[src/rtl/l2_sram_arbiter.sv]
// Arbitrates NumPorts requesters onto one single-ported L2 SRAM.
// Round-robin with a per-owner burst limit, and a one-cycle response pipeline.
module l2_sram_arbiter #(
    parameter  int NumPorts    = 2,
    parameter  int L2AddrWidth = 18,
    parameter  int DataWidth   = 64,
    parameter  int MaxBurst    = 4,
    localparam int StrbWidth   = DataWidth / 8
) (
    input  logic                                  clk_i,
    input  logic                                  rst_i,
    input  logic [NumPorts-1:0]                   req_i,
    input  logic [NumPorts-1:0][L2AddrWidth-1:0]  addr_i,
    input  logic [NumPorts-1:0]                   we_i,
    input  logic [NumPorts-1:0][DataWidth-1:0]    wdata_i,
    input  logic [NumPorts-1:0][StrbWidth-1:0]    be_i,
    output logic [NumPorts-1:0]                   gnt_o,
    output logic [NumPorts-1:0]                   rvalid_o,
    output logic [DataWidth-1:0]                  rdata_o,
    output logic                                  mem_req_o,
    output logic                                  mem_we_o,
    output logic [L2AddrWidth-1:0]                mem_addr_o,
    output logic [DataWidth-1:0]                  mem_wdata_o,
    output logic [StrbWidth-1:0]                  mem_be_o,
    input  logic [DataWidth-1:0]                  mem_rdata_i,
    output logic                                  busy_o
);

    localparam int PortW = (NumPorts > 1) ? $clog2(NumPorts) : 1;
    localparam int CntW  = (MaxBurst > 1) ? $clog2(MaxBurst) : 1;

    logic [PortW-1:0]    r_owner;
    logic                r_owner_vld;
    logic [CntW-1:0]     r_burst_cnt;
    logic [NumPorts-1:0] r_rvalid;
    logic                r_rd;

    logic                w_hold;
    logic                w_sel_vld;
    logic [PortW-1:0]    w_sel_idx;
    logic [PortW-1:0]    w_cand;
    logic                w_any;
    logic [NumPorts-1:0] w_gnt;

    // Owner hold only applies once a real grant has happened, so the first
    // grant after reset scans from port 0 (owner resets to NumPorts-1).
    always_comb begin
        // NOTE: every variable gets a default first so no path infers a latch.
        w_hold    = 1'b0;
        w_sel_vld = 1'b0;
        w_sel_idx = '0;
        w_cand    = '0;
        if (r_owner_vld && req_i[r_owner] && (int'(r_burst_cnt) < MaxBurst - 1)) begin
            w_hold    = 1'b1;
            w_sel_vld = 1'b1;
            w_sel_idx = r_owner;
        end else begin
            for (int k = 1; k <= NumPorts; k++) begin
                w_cand = PortW'((int'(r_owner) + k) % NumPorts);
                if (!w_sel_vld && req_i[w_cand]) begin
                    w_sel_vld = 1'b1;
                    w_sel_idx = w_cand;
                end
            end
        end
    end

    assign w_any = w_sel_vld && !rst_i;

    always_comb begin
        w_gnt       = '0;
        mem_we_o    = 1'b0;
        mem_addr_o  = '0;
        mem_wdata_o = '0;
        mem_be_o    = '0;
        if (w_any) begin
            w_gnt[w_sel_idx] = 1'b1;
            mem_we_o         = we_i[w_sel_idx];
            mem_addr_o       = addr_i[w_sel_idx];
            mem_wdata_o      = wdata_i[w_sel_idx];
            mem_be_o         = be_i[w_sel_idx];
        end
    end

    assign gnt_o     = w_gnt;
    assign mem_req_o = w_any;

    always_ff @(posedge clk_i or posedge rst_i) begin
        if (rst_i) begin
            r_owner     <= PortW'(NumPorts - 1);
            r_owner_vld <= 1'b0;
            r_burst_cnt <= '0;
            r_rvalid    <= '0;
            r_rd        <= 1'b0;
        end else begin
            // NOTE: non-blocking so every register samples pre-edge values.
            r_rvalid <= w_gnt;
            r_rd     <= w_any && !mem_we_o;
            if (w_any) begin
                r_owner     <= w_sel_idx;
                r_owner_vld <= 1'b1;
                r_burst_cnt <= w_hold ? r_burst_cnt + 1'b1 : '0;
            end
        end
    end

    assign rvalid_o = r_rvalid;
    assign rdata_o  = r_rd ? mem_rdata_i : '0;
    assign busy_o   = (|req_i) || (|r_rvalid);

endmodule

[config.mk]
export PLATFORM = sky130hd
export DESIGN_NAME = l2_sram_arbiter
export DESIGN_NICKNAME = d
export VERILOG_FILES = /design/src/rtl/l2_sram_arbiter.sv
export SDC_FILE = /design/constraint.sdc
export NUM_CORES = 1
export LEC_CHECK = 0
export BUFFER_PORTS_ARGS = -buffer_cell sky130_fd_sc_hd__buf_2
export CELL_PAD_IN_SITES_DETAIL_PLACEMENT = 1
export CELL_PAD_IN_SITES_GLOBAL_PLACEMENT = 2
export CORE_AREA = 5 5 158 160
export DETAILED_ROUTE_END_ITERATION = 10
export DIE_AREA = 0 0 163 165
export PLACE_DENSITY_LB_ADDON = 0.1
export SYNTH_ARGS = -nofsm -noshare
export SYNTH_HDL_FRONTEND = slang
export SYNTH_SLANG_ARGS = --single-unit
[constraint.sdc]
create_clock -name clk_i -period 6.1 [get_ports clk_i]
set_clock_uncertainty 0.05 [all_clocks]
set_input_delay 0.915 -clock clk_i [delete_from_list [all_inputs] [get_ports clk_i]]
set_output_delay 0.915 -clock clk_i [all_outputs]
set_load 0.02 [all_outputs]
==> metrics.txt <==
status=finished, final reports clean; Static Leak=2.565 nW; Cell Rows=56; CP endpoint kind=primary output; Post-Syn Area per Cell=8.091 µm²; CP max stage delay=0.80 ns; fillers=about 2,900; biggest area consumer among synthesized cells=a22o_1; DRC Markers=0; Yosys cell types=20; CTS Buffer Depth=2; fmax=255.9 MHz; CP dominant cell by count=buf_2; cell area after synthesis=1715 µm²; MaxCap Viol Count=0; Core Util, Final=17.80%; Post-synth EDFFs=0; Setup Buffers After CTS=0; Final Instance Area=around 4100 µm²; CTS Root Cell=clkbuf_16; hold slack=~0.45 ns; area grow syn2layout=141.4%; Power Dens Cells=roughly 150 nW/µm²; register bit total from synthesis=7; crit path cell chain=buf_2, and4b_1, a2111oi_4, buf_4, a22o_1, buf_2; post-route clock period utilization=64.07%; WP data arrival=2.94 ns; Peak VDD IR=about 0.000068 V; CP max FO=94; Worst-path clk slew=0.04 ns; die area=26,900 µm²; Post-CTS Resized=0; Remaining Overflow, GRT=0; Crit path required time=around 5.1 ns; post-synth top area share=between 40% and 50%; CP max-delay cell=buf_4; RSZ-0062 raised after global routing=false; DRT Pass-1 Iters=4; syn_nets=463; hold crit path type=reg2reg; Iteration-0 DRC Markers=97; sequential fraction of the synthesis area=10.28%; Hold Vio Cnt, Final=0; via count=about 3,400; Slew headroom=30.58%; Initial Util=7.374%; most common cell in the synthesized netlist=a22o_1; number of buffers created by CTS=3; Die X=163 µm; global-route wire length before repair=23.17 mm; dpl cells=918; crit path kind=in2out; top post-synthesis cells by count=a22o_1, and2_1, buf_2, clkbuf_1, buf_4; Placer Congestion=0.7799; Mapped Cells=212; CTS Hold Buffers Added=0; final setup fails=0; Synth async-reset ratio=100.0%; I/O Pins=411; min cycle time layout=3.908 ns; largest net degree at the start of global routing=95; CTS sink cnt=7; fin cells=approximately 920; Critical Path Source Type=input port; setup_tns=0 ns; CTS tree=yes; PortBufs=410; # nets final=855; Synth area leaders=a22o_1, and2_1, dfrtp_1; Slew Limit Fails=0; worst skew pair latency=between 0.2 and 0.25 ns; share of cells above drive strength 1=69.82%; Antenna Violating Nets Remaining=0; vias per inst=3.686; CTS HTree Levels=1; initial antenna violation count=3; dpl hpwl=14.90 mm; Top FF cell, synth=dfrtp_1; Core Footprint=23,260 µm²; YS warnings=0; height of the die=165 µm; gr usage total=between 10% and 20%; Worst Tran Pin Value=1.041 ns; post-detailed-route wirelength per cell=18.25 µm; Cell Area, Placed=4056 µm²; routed wire length=roughly 17 mm; number of global-route vias before repair=roughly 3,800
[stage by stage]
step,total power [mW],setup slack [ns]
2_1_floorplan,0.3221,2.921
3_3_place_gp,0.5244,2.171
3_5_place_dp,0.5219,2.161
4_1_cts,0.6368,2.166
5_1_grt,0.6697,2.024
6_report,0.6209,2.192
[cell type report]
| cell class | count | area [µm²] | share of cell area (%) |
|---|---|---|---|
| repair buffers | 414 | 2082 | 50.29 |
| multi-input cells | 172 | 1376 | 33.24 |
| well taps | 319 | 399.1 | 9.640 |
| flip-flops and latches | 7 | 176.4 | 4.261 |
| clock buffers | 4 | 78.83 | 1.904 |
| inverters | 6 | 22.52 | 0.5440 |
| diodes | 2 | 5.005 | 0.1209 |
[registers in the layout (all words and copies together) (netlist names)]
signal       flops
r_burst_cnt      2
rvalid_o         2
r_owner          1
r_owner_vld      1
r_rd             1
[routing by layer]
| metal | GRT usage [%] | wire length (µm) |
|---|---|---|
| met1 | 10.32 | 5409 |
| met2 | 22.38 | 9245 |
| met3 | 5.066 | 2111 |
| met4 | 1.372 | 63 |
| met5 | 0 | 34 |
[layout by cell type, fill, tap and decap left out, drive strengths merged, types with 2 or more instances in the layout]
cell type	instances
and2	65
inv	6
nand2b	2
a2111oi	2
buf	414
clkbuf	4
a22o	93
diode	2
dfrtp	6
[worst max-delay path, delay by kind of cell]
family	cells	cell delay [ns]
AOI/OAI and AO/OA	2	0.59
buffers and inverters	3	1.12
and+or+nand+nor	1	0.21
[cell families after synthesis]
group | after synthesis | synth area share (%)
adder cells (fa/ha/maj) | 1 | 0.7293
AND/OR/NAND/NOR | 72 | 26.84
buffers and inverters | 33 | 9.482
flip-flops | 7 | 10.28
AO/OA/AOI/OAI | 97 | 51.42
multiplexers | 2 | 1.240
[power by group]
part | internal [mW] | switching (mW)
Combinational | 0.188 | 0.262
Sequential | 0.0555 | 0.00559
Clock | 0.0869 | 0.0237
[path summary, 6_finish.rpt]
path	from	endpoint	slack, ns	cells past startpoint
min	r_burst_cnt[1]	r_burst_cnt[1]	0.45	1
max	req_i[1]	mem_wdata_o[53]	2.19	6
max in group asynchronous	rst_i	r_owner	5.08	2
min reg2reg	r_burst_cnt[1]	r_burst_cnt[1]	0.45	1
min in group asynchronous	rst_i	rvalid_o[0]	0.64	2
max reg2reg	r_burst_cnt[0]	r_rd	3.76	5
Note: power is estimated with default switching activity, not from simulation.
